## src/rtl/ls_exec_unit.sv

```systemverilog
// Load/store execution stage: computes the effective address, runs one access over the
// memory-controller handshake, and broadcasts the result to the reorder buffer.
module ls_exec_unit #(
    parameter int unsigned     OP_W    = 6,
    parameter int unsigned     ROB_W   = 4,
    parameter logic [OP_W-1:0] OP_BASE = 6'd10,
    parameter logic [1:0]      IO_MASK = 2'b11
) (
    input  logic             clk,
    input  logic             rst,
    input  logic             rdy,
    input  logic             LSB_input_valid,
    input  logic [OP_W-1:0]  LSB_OP_ID,
    input  logic [31:0]      LSB_inst_pc,
    input  logic [31:0]      LSB_reg_rs1,
    input  logic [31:0]      LSB_reg_rs2,
    input  logic [31:0]      LSB_imm,
    input  logic [ROB_W-1:0] LSB_ROB_id,
    output logic             LSB_ready,
    input  logic [ROB_W-1:0] ROB_head_id,
    input  logic             ROB_roll_back_flag,
    output logic             MC_req_valid,
    output logic             MC_is_write,
    output logic [31:0]      MC_addr,
    output logic [31:0]      MC_wdata,
    output logic [1:0]       MC_size,
    input  logic             MC_done,
    input  logic [31:0]      MC_rdata,
    output logic             ROB_output_valid,
    output logic [ROB_W-1:0] ROB_output_id,
    output logic [31:0]      ROB_output_value
);

    typedef enum logic [1:0] {IDLE, WAIT_HEAD, MEM, BCAST} state_t;

    state_t state;
    logic   squash;
    logic   ld_signed;

    logic [OP_W-1:0] op_idx;
    logic            op_in_win;
    logic            dec_store;
    logic            dec_signed;
    logic [1:0]      dec_size;
    logic [31:0]     eff_addr;
    logic            need_head;
    logic            unused_pc;

    // Byte/half results come back zero-filled; sign-extend only for LB/LH.
    function automatic logic [31:0] load_extract(input logic [31:0] rd,
                                                 input logic [1:0]  sz,
                                                 input logic        sgn);
        logic [31:0] res;
        case (sz)
            2'd0:    res = {{24{sgn & rd[7]}}, rd[7:0]};
            2'd1:    res = {{16{sgn & rd[15]}}, rd[15:0]};
            default: res = rd;
        endcase
        return res;
    endfunction

    assign unused_pc = ^LSB_inst_pc;

    assign op_idx    = LSB_OP_ID - OP_BASE;
    assign op_in_win = (op_idx[OP_W-1:3] == '0);
    assign eff_addr  = LSB_reg_rs1 + LSB_imm;

    always_comb begin
        dec_store  = 1'b0;
        dec_signed = 1'b0;
        dec_size   = 2'd2;
        if (op_in_win) begin
            case (op_idx[2:0])
                3'd0:    begin dec_size = 2'd0; dec_signed = 1'b1; end
                3'd1:    begin dec_size = 2'd1; dec_signed = 1'b1; end
                3'd2:    dec_size = 2'd2;
                3'd3:    dec_size = 2'd0;
                3'd4:    dec_size = 2'd1;
                3'd5:    begin dec_size = 2'd0; dec_store = 1'b1; end
                3'd6:    begin dec_size = 2'd1; dec_store = 1'b1; end
                default: begin dec_size = 2'd2; dec_store = 1'b1; end
            endcase
        end
    end

    // Stores and IO-space loads must not run speculatively.
    assign need_head = dec_store || (eff_addr[17:16] == IO_MASK);

    assign LSB_ready        = (state == IDLE) && !ROB_roll_back_flag;
    assign ROB_output_valid = (state == BCAST) && !ROB_roll_back_flag;

    always_ff @(posedge clk or negedge rst) begin
        if (!rst) begin
            state            <= IDLE;
            squash           <= 1'b0;
            ld_signed        <= 1'b0;
            MC_req_valid     <= 1'b0;
            MC_is_write      <= 1'b0;
            MC_addr          <= '0;
            MC_wdata         <= '0;
            MC_size          <= '0;
            ROB_output_id    <= '0;
            ROB_output_value <= '0;
        end else if (rdy) begin
            case (state)
                IDLE: begin
                    if (LSB_input_valid && LSB_ready) begin
                        MC_addr       <= eff_addr;
                        MC_wdata      <= LSB_reg_rs2;
                        MC_size       <= dec_size;
                        MC_is_write   <= dec_store;
                        ld_signed     <= dec_signed;
                        ROB_output_id <= LSB_ROB_id;
                        if (need_head) begin
                            state <= WAIT_HEAD;
                        end else begin
                            state        <= MEM;
                            MC_req_valid <= 1'b1;
                        end
                    end
                end
                WAIT_HEAD: begin
                    if (ROB_roll_back_flag) begin
                        state <= IDLE;
                    end else if (ROB_head_id == ROB_output_id) begin
                        state        <= MEM;
                        MC_req_valid <= 1'b1;
                    end
                end
                MEM: begin
                    if (MC_done) begin
                        MC_req_valid     <= 1'b0;
                        squash           <= 1'b0;
                        ROB_output_value <= MC_is_write ? 32'd0
                                                        : load_extract(MC_rdata, MC_size, ld_signed);
                        // A rollback seen at any point of the access drops the broadcast.
                        state <= (squash || ROB_roll_back_flag) ? IDLE : BCAST;
                    end else if (ROB_roll_back_flag) begin
                        squash <= 1'b1;
                    end
                end
                BCAST: begin
                    state <= IDLE;
                end
                default: begin
                    state <= IDLE;
                end
            endcase
        end
    end

endmodule

```

## config.mk

```make
export PLATFORM = sky130hd
export DESIGN_NAME = ls_exec_unit
export DESIGN_NICKNAME = d
export VERILOG_FILES = /design/src/rtl/ls_exec_unit.sv
export SDC_FILE = /design/constraint.sdc
export NUM_CORES = 1
export LEC_CHECK = 0
export ABC_AREA = 1
export CORE_MARGIN = 2
export CORE_UTILIZATION = 43
export DETAILED_ROUTE_END_ITERATION = 8
export GPL_TIMING_DRIVEN = 0
export PLACE_DENSITY = 0.82
export REMOVE_ABC_BUFFERS = 1
export SLEW_MARGIN = 40
export SYNTH_ARGS = -nofsm -noshare
export SYNTH_HDL_FRONTEND = slang
export SYNTH_SLANG_ARGS = --single-unit
```

## constraint.sdc

```tcl
create_clock -name clk -period 1.95 [get_ports clk]
set_clock_uncertainty 0.2 [all_clocks]
set_input_delay 0.39 -clock clk [delete_from_list [all_inputs] [get_ports clk]]
set_output_delay 0.39 -clock clk [all_outputs]
set_load 0.02 [all_outputs]
```

Yosys cells after proc, flatten, opt, wreduce, memory -nomap -nowiden
Cells that the tools add are included.
{"block": "classes", "reduce_logical": 21, "n_mux": 23, "add_sub_neg": 2, "eq_ne": 18, "bitwise_logic": 2}
{"operator": "32-bit case mux with 2 select lines", "n": 1}
{"operator": "32-bit adder", "n": 1}
{"operator": "32-bit 2-to-1 mux", "n": 1}
{"operator": "2-bit 2-to-1 mux", "n": 7}
{"operator": "1-bit 2-to-1 mux", "n": 11}
{"operator": "3-bit equality test, second input constant", "n": 3}
{"operator": "3-bit AND reduction", "n": 3}
{"operator": "2-bit inequality test, second input constant", "n": 4}
{"operator": "2-bit case mux with 4 select lines", "n": 1}
{"operator": "7-bit AND reduction", "n": 1}
{"operator": "2-bit equality test, second input constant", "n": 3}
{"operator": "3-bit by 2-bit equality test with 1-bit output, second input constant", "n": 2}
{"operator": "3-bit logical NOT", "n": 2}
{"operator": "3-bit OR reduction", "n": 2}
{"operator": "6-bit by 4-bit subtractor with 6-bit output, second input constant", "n": 1}
{"operator": "5-bit OR reduction", "n": 1}
{"operator": "2-bit by 1-bit equality test with 1-bit output, second input constant", "n": 2}
{"operator": "4-bit equality test", "n": 1}
{"operator": "2-bit logical NOT", "n": 2}
{"operator": "2-bit case mux with 2 select lines", "n": 1}
{"operator": "4-bit AND reduction", "n": 1}
{"operator": "3-bit by 1-bit equality test with 1-bit output, second input constant", "n": 1}
{"operator": "1-bit logical AND", "n": 3}
{"operator": "3-bit inequality test, second input constant", "n": 1}
{"operator": "8 further kinds", "n": 10}
{"block": "word_totals", "word_cells": 76, "input_bits": 180, "out_inout_bits": 106, "reg_bits": 108}

Depth between registers and ports, before layout
Gate-level depths: netlist of run 1.
{"block": "depth", "ltp_word": 9, "mapped_depth": 16, "depth_no_buf": 16}

Worst setup path before layout of run 1
Ideal clock, no wire load.
{"block": "synth_path", "path_kind": "input-to-reg", "startpoint": "input LSB_reg_rs1[0]", "endpoint": "register MC_addr[18]", "slack_ps": -274, "stages": 12, "t_arrival_ps": 1906, "setup_ps": 117, "path_buffers": 0, "required_ps": 1633, "cell_sequence": "ha_1 > fa_1 > nand2_1 > nand2_1 > and2_4 > a21oi_4 > o21ai_2 > nand2_1 > nand2_1 > or2_1 > nand3_1 > nand2_1"}
{"block": "synth_between", "elab_chain_cells": 1}
{"element": "start, declared", "line": "15", "rtl": "input logic [31:0] LSB_reg_rs1,"}
{"element": "32-bit adder", "line": "66", "rtl": "assign eff_addr = LSB_reg_rs1 + LSB_imm;"}
{"element": "end signal, assigned", "line": "108", "rtl": "MC_addr <= eff_addr;"}
{"element": "end, declared", "line": "24", "rtl": "output logic [31:0] MC_addr,"}
No other way between the ends.
A chain may end at the register's enable or synchronous reset.

Final worst setup path of run 1
{"block": "layout_path", "startpoint": "input LSB_reg_rs1[14]", "endpoint": "register MC_req_valid"}
{"block": "layout_between", "elab_chain_cells": 5}
{"element": "32-bit adder", "line": "66"}
{"element": "2-bit equality test", "line": "87", "rtl": "assign need_head = dec_store || (eff_addr[17:16] == IO_MASK);"}
{"element": "1-bit logical OR", "line": "87"}
{"element": "2-bit inequality test (no line)"}
{"element": "7-bit AND reduction (no line)"}
{"element": "end signal, assigned", "line": "97", "rtl": "MC_req_valid <= 1'b0;"}
{"element": "end signal, assigned", "line": "118", "rtl": "MC_req_valid <= 1'b1;"}
{"element": "end signal, assigned", "line": "127", "rtl": "MC_req_valid <= 1'b1;"}
{"element": "end, declared", "line": "22", "rtl": "output logic MC_req_valid,"}
No other way between the ends.

==> results of run 1 <==
==> layout make-up <==
type,instances,share of cell area
Multi-Input combinational cell,649,0.399
Timing Repair Buffer,307,0.276
Sequential cell,108,0.243
Inverter,65,0.0277
Tap cell,184,0.0207
Clock buffer,9,0.0202
Clock inverter,7,0.0102
Timing Repair inverter,3,0.00247
Antenna cell,2,0.000450
==> state kept, by name, summed over array words and instances (netlist names) <==
name / flops
MC_is_write: 1
MC_wdata: 32
state: 2
MC_req_valid: 1
squash: 1
ROB_output_id: 4
ROB_output_value: 32
ld_signed: 1
MC_size: 2
MC_addr: 32
==> synthesized netlist by cell type (all sizes together), types with 3 or more instances <==
library cell	count	area, um2
a21o	4	30.0
a21oi	52	279
a22o	7	61.3
buf	14	83.8
clkbuf	6	22.5
dfrtp	108	2700
ha	33	413
inv	63	236
nand2	319	1200
nand3	45	235
nand3b	3	22.5
nand4	6	37.5
nor2	65	275
nor3	8	56.3
o211ai	3	22.5
o21ai	56	340
o21bai	8	60.1
or2	7	43.8
xnor2	14	123
xor2	4	35.0
==> worst paths after layout <==
path / cells after the start / endpoint / startpoint
setup reg to reg: 9 / ROB_output_value[11]$_DFFE_PN0P_ / state[1]$_DFFE_PN0P_
hold reg to reg: 2 / MC_wdata[7]$_DFFE_PN0P_ / MC_wdata[7]$_DFFE_PN0P_
max in group asynchronous: 3 / state[1]$_DFFE_PN0P_ / rst
setup / recovery: 16 / MC_req_valid$_DFFE_PN0P_ / LSB_reg_rs1[14]
min in group asynchronous: 2 / MC_addr[10]$_DFFE_PN0P_ / rst
hold / removal: 4 / MC_addr[0]$_DFFE_PN0P_ / LSB_imm[0]
==> kinds of logic (layout without fill, tap and decap cells) <==
group / Yosys count / in the layout
xor+xnor: 18 / 18
compound gates: 137 / 138
other cells: 0 / 2
simple gates: 457 / 459
flops: 108 / 108
buf+inv: 85 / 391
fa+ha+maj: 34 / 34
==> per-stage QoR <==
step / power, uW / setup WS (ps)
6_report: 13100 / -260
3_5_place_dp: 10200 / -1180
3_3_place_gp: 10000 / -4360
4_1_cts: 12600 / -152
5_1_grt: 13800 / -325
2_1_floorplan: 7070 / -2230
==> metal layers <==
| metal | share of wire | up-vias |
|---|---|---|
| met1 | 0.36 | 3594 |
| met5 | 0 | - |
| met2 | 0.50 | 497 |
| li1 | - | 3344 |
| met3 | 0.086 | 141 |
| met4 | 0.061 | 0 |
==> worst reg2reg max path: stages, from the launching register on <==
cell,delay (ps)
dfrtp_2,460
inv_2,110
nor2_4,50
inv_4,100
o21ai_4,90
nor2_4,140
bufinv_16,200
nor2_8,170
clkinvlp_4,180
o21ai_1,290
==> power by group <==
group | internal, uW | leakage [uW] | switching [uW]
clock | 1160 | 0.000166 | 955
combinational | 3070 | 0.00421 | 3960
sequential | 3300 | 0.00135 | 677
total | 7540 | 0.00573 | 5590
==> what timing repair did <==
action	4_1_cts	5_1_grt
hold buffers	1	0
resized for setup	210	221
gates cloned	4	2
setup endpoints to repair	134	105
hold endpoints to repair	54	0
pin swaps	41	54
buffers inserted	27	24
==> run summary, run 1 <==
Status: finished with violations
Failing checks: setup timing
Global route overflow: 0
DR WL/cell: 20.4 um
Rows: 44
Hold crit path type: in -> reg
Buf/Inv on CP: 2
Setup TNS: -2480 ps
Met2 Use GR: 0.500
Placed Cells: 1258
Register area: 0.00271 mm2
Final setup violation count: 31
Yosys warns: 0
Number of I/O port buffers: 253
CORE AREA: 0.0145 mm2
First-pass GRT wire length: 36.0 mm
Most frequent cells in the layout: 271 x nand2_1, 117 x clkdlybuf4s50_1, 106 x dfrtp_1
DR vias/cell: 5.68
Routability congestion estimate: 0.916
CP max stage cell: dlygate4sd2_1
Synth Area in Compound Gates: 0.132
Clock transition at path regs: 80 ps
Xor and xnor area share after synthesis: 0.0247
Clock Path Buffers: 2
Die H: 126 um
Most used flip-flop cell after synthesis: dfrtp_1
CTS Buf Count: 9
Crit path setup slack, layout: -260 ps
Avg Synthesized Cell Area: 7.61 um2
Cell leakage power: 0.00573 uW
Largest family of logic cells by synthesized area: simple AND/OR/NAND/NOR gates
VDD IR max: 824 uV
Worst Tran Pin Value: 531 ps
Share of cells above drive strength 1: 0.257
Data required time of the worst path: 2000 ps
H-tree Lvls: 3
Routed wire length: 27.2 mm
Critical path class: in -> reg
WHS: 142 ps
Crit. End Element: flop
Simple-Gate Fraction of Synth Area: 0.297
Max-cap viol count: 0
I/O pins: 286
Crit path max-delay family: simple AND/OR/NAND/NOR gates
Iter 0 DRT Violations: 621
Sequential share of the synthesized area: 0.423
Worst-Skew Late Latency: 360 ps
Period utilization: 1.13
Min Clock Period, post-route: 2210 ps
Antenna violations before repair: 2
Detailed-route DRC error count: 0
M3 GR Usage: 0.0705
Core Util, Final: 0.766
Fin. Hold Viols: 0
Slew margin rel.: 0.646
FMAX: 452 MHz
DP HPWL: 14.8 mm
Post-Synth Adder-Cell Area: 0.0678
Distinct cell type count of the synthesized netlist: 47
Final net count: 1357
Global-route total usage across every layer: 0.283
CP peak stage delay: 280 ps
PwrDens: 1180 mW/mm2
Yosys reg bits: 108
Die W: 126 um
Post-synth EDFFs: 0
CTS tree: done
Initial Util: 0.439
Final Max Slew Viols: 0
Largest net degree at the start of global routing: 59
DR pass1 iterations: 5
Ys async rst share: 1.00
Cell breakdown of the critical path: dlygate4sd2_1 > ha_4 > nand2_2 > inv_1 > nand2_1 > nand2_2 > a21oi_2 > nand2_2 > nand2_2 > nand2_4 > nand3_4 > nand2_2 > nand2_2 > nand2_1 > nand2_1 > nand2_1
Post-placement cell area: 0.00911 mm2
Gr busiest metal: met2
RSZ-0062 raised after global routing: yes
Cell repeated most along the worst path: nand2_2
DRT antenna net count: 0
Worst-path maximum fanout: 4
Post-Syn Area: 0.00639 mm2
Number of global-route vias before repair: 7252
Met1 global-route usage: 0.324
Reg2reg setup slack: -130 ps
Root buf cell: clkbuf_16
Multiplexer share of the synthesized area: 0
Post-route cell area: 0.0111 mm2
Num Clock Sinks: 108
DR vias: 7576
Gate count after technology mapping: 839
Commonest non-fill, non-tap cell in the layout: nand2_1
Data arrival time of the critical path: 2260 ps
Footprint of the multi-input gates: 0.00444 mm2
Fillers: 925
Non-Filler Instances: 1334
P&R area growth vs syn: 74.2%
Startpoint types: primary input
Die footprint: 0.0158 mm2
Note: power is estimated with default switching activity, not from simulation.
==> inputs of run 2 (changes only) <==
ABC_AREA = default   (was 1)
CORE_UTILIZATION = 42   (was 43)
==> run 2 against run 1 <==
The run still ends with setup timing left. Area after synthesis decreased by 4.3%. Clock power decreased by 17%. Worst hold slack improved by 7.8 ps. Count of clock-buffer cells in the layout increased by 1. Register-to-register slack improved by 20 ps. Critical path type unchanged.
==> run summary, run 2 <==
Status: finished with violations
Failing checks: setup timing
Root buf cell: clkbuf_16
Die footprint: 0.0155 mm2 (-1.9%)
Xor and xnor area share after synthesis: 0.0387 (+0.0140)
Synth Area in Compound Gates: 0.215 (+0.0829)
Post-Syn Area: 0.00611 mm2 (-4.3%)
Hold crit path type: in -> reg
Die W: 125 um (-0.97%)
P&R area growth vs syn: 78.9%
Antenna violations before repair: 0 (-2)
Simple-Gate Fraction of Synth Area: 0.203 (-0.0946)
First-pass GRT wire length: 33.8 mm (-6.1%)
RSZ-0062 raised after global routing: yes
Final setup violation count: 28 (-9.7%)
Post-Synth Adder-Cell Area: 0.0708 (+0.00302)
Yosys reg bits: 108 (unchanged)
PwrDens: 1170 mW/mm2 (-0.43%)
Crit. End Element: flop
Setup TNS: -9050 ps (-6570 ps)
Sequential share of the synthesized area: 0.442 (+0.0189)
Max-cap viol count: 0 (unchanged)
Post-synth EDFFs: 0 (unchanged)
Cell leakage power: 0.00538 uW (-6.2%)
DP HPWL: 13.9 mm (-6.4%)
Fin. Hold Viols: 0 (unchanged)
CORE AREA: 0.0144 mm2 (-1.1%)
FMAX: 400 MHz (-12%)
Synth top area share: 0.442 (+0.0189)
Routed wire length: 23.4 mm (-14%)
Most used flip-flop cell after synthesis: dfrtp_1
Most frequent cells in the layout: 181 x nand2_1, 136 x clkdlybuf4s50_1, 103 x dfrtp_1
H-tree Lvls: 3 (unchanged)
Data arrival time of the critical path: 2580 ps (+320 ps)
Min Clock Period, post-route: 2500 ps (+288 ps)
Slew margin rel.: 0.575 (-0.0714)
Cell repeated most along the worst path: buf_6
Die H: 125 um (-0.97%)
Most numerous cell in the Yosys netlist: nand2_1
Largest cells by area after synthesis: dfrtp_1 44%, nand2_1 12%, ha_1 6.8%
Worst slack, placed: -1490 ps (-310 ps)
Worst-path maximum fanout: 3 (-1)
Global-route total usage across every layer: 0.268 (-0.0151)
CP max stage cell: a2111o_1
Number of I/O port buffers: 253 (unchanged)
Period utilization: 1.28 (+0.148)
VDD IR max: 851 uV (+3.3%)
Num Clock Sinks: 108 (unchanged)
Routability congestion estimate: 0.835 (-8.8%)
Final Max Slew Viols: 0 (unchanged)
CTS Buf Count: 9 (unchanged)
Data required time of the worst path: 2040 ps (+40 ps)
Buf/Inv on CP: 3 (+1)
Detailed-route DRC error count: 0 (unchanged)
Final net count: 1251 (-7.8%)
DR pass1 iterations: 5 (unchanged)
Largest net degree at the start of global routing: 61 (+3.4%)
Crit path setup slack, layout: -549 ps (-288 ps)
Crit path max-delay family: compound AO/OA/AOI/OAI gates
Largest regs: MC_addr: 32 flops, MC_wdata: 32 flops, ROB_output_value: 32 flops
CTS tree: done
Multiplexer share of the synthesized area: 0.00184 (+0.00184)
Rows: 44 (unchanged)
Commonest non-fill, non-tap cell in the layout: nand2_1
Cell breakdown of the critical path: buf_6 > ha_4 > buf_4 > buf_6 > a211oi_4 > o21ai_2 > nand2_2 > o31ai_4 > a31o_4 > a2111o_1 > a41o_1 > a21oi_2
Global route overflow: 0 (unchanged)
Antenna Cells: 0 (-2)
Gate count after technology mapping: 685 (-18%)
Worst-Skew Late Latency: 350 ps (about the same)
DRT antenna net count: 0 (unchanged)
DR vias: 6703 (-12%)
Iter 0 DRT Violations: 397 (-36%)
Clock transition at path regs: 70 ps (about the same)
CP peak stage delay: 410 ps (+130 ps)
DR WL/cell: 19.1 um (-6.5%)
Worst Tran Pin Value: 631 ps (+100 ps)
Share of cells above drive strength 1: 0.303 (+0.0463)
Most area-hungry cell type in the Yosys netlist: dfrtp_1
Startpoint types: primary input
Largest family of logic cells by synthesized area: compound AO/OA/AOI/OAI gates
Commonest cells post-synth: 188 x nand2_1, 108 x dfrtp_1, 51 x o21ai_0, 33 x ha_1, 29 x clkbuf_1
Number of global-route vias before repair: 6566 (-9.5%)
Yosys warns: 0 (unchanged)
Ys async rst share: 1.00 (unchanged)
DR vias/cell: 5.47 (-3.7%)
Critical path class: in -> reg
I/O pins: 286 (unchanged)
Clock Path Buffers: 2 (unchanged)
Initial Util: 0.425 (-0.0139)
Avg Synthesized Cell Area: 8.92 um2 (+17%)
Distinct cell type count of the synthesized netlist: 60 (+28%)
## run 2: cell types whose count changed in the layout (fill, tap and decap cells not counted), sizes merged, moves of 37 or more
cell,change
nor2,-39
dlygate4sd2,-38
buf,+78
inv,-52
nand3,-37
nand2,-131
## run 2: worst reg2reg max path, cell delays in order (launching register included)
cell     delay [ps]
dfrtp_2         470
nor2_4          140
nand4_1         120
buf_6           160
buf_4           180
buf_4           200
nand2_1          80
o21ai_0          70
a311o_1         320
## run 2: layout make-up
| class | count | area (um2) |
|---|---|---|
| clock buffer | 10 | 229 |
| clock inverter | 6 | 46.3 |
| fill | 899 | 3430 |
| inverter | 11 | 41.3 |
| multi-input combinational | 533 | 4200 |
| sequential | 108 | 2710 |
| tap | 184 | 230 |
| timing repair buffer | 374 | 3480 |
## run 2: cell families (layout without fill, tap and decap cells)
| kind of cell | after synthesis | count (layout) |
|---|---|---|
| AOI/OAI and AO/OA | 185 | 185 |
| xor gates and xnor gates | 27 | 27 |
| adders and majority gates | 34 | 34 |
| buffers and inverters | 44 | 401 |
| DFF | 108 | 108 |
| muxes | 1 | 1 |
| and+or+nand+nor | 286 | 286 |
## run 2: through the flow
stage | util | cell area [um2] | hold WS, ps | instances | power, uW
floorplan | - | 5980 | -106 | 652 | 7100
global placement | 0.608 | 8740 | 257 | 1089 | 10100
detailed placement | 0.622 | 8940 | 121 | 1110 | 10300
CTS | 0.719 | 10300 | 144 | 1202 | 12500
global route | 0.761 | 10900 | 178 | 1226 | 13600
finish | 0.761 | 10900 | 150 | 1226 | 12800
## run 2: per-layer routing
metal	track usage	wire, um	vias up
li1	-	-	3101
met1	0.316	8950	3199
met2	0.469	11900	332
met3	0.0722	1680	71
met4	0.0939	843	0
met5	0	0	-
## run 2: repair_timing
action                                  CTS  global route
hold buffers                              1             0
gates resized for setup                 235           206
endpoints found under the hold margin    48             0
pin swaps                                90            98
setup buffers                            77            31
endpoints found under the setup margin  114           126
## run 2: power by group
group / internal, uW / switching [uW]
Sequential: 3320 / 681
Combinational: 3370 / 3710
Clock: 883 / 872
## run 2: path summary, 6_finish.rpt
| kind | start | endpoint | slack (ps) | depth (start not counted) |
|---|---|---|---|---|
| hold reg to reg | MC_wdata[0]$_DFFE_PN0P_ | MC_wdata[0]$_DFFE_PN0P_ | 270 | 2 |
| max in group asynchronous | rst | MC_is_write$_DFFE_PN0P_ | 580 | 3 |
| setup reg to reg | state[1]$_DFFE_PN0P_ | MC_addr[30]$_DFFE_PN0P_ | -110 | 8 |
| hold / removal | LSB_reg_rs1[0] | MC_addr[0]$_DFFE_PN0P_ | 150 | 4 |
| setup / recovery | LSB_imm[0] | MC_req_valid$_DFFE_PN0P_ | -550 | 12 |
| min in group asynchronous | rst | MC_wdata[10]$_DFFE_PN0P_ | 330 | 2 |
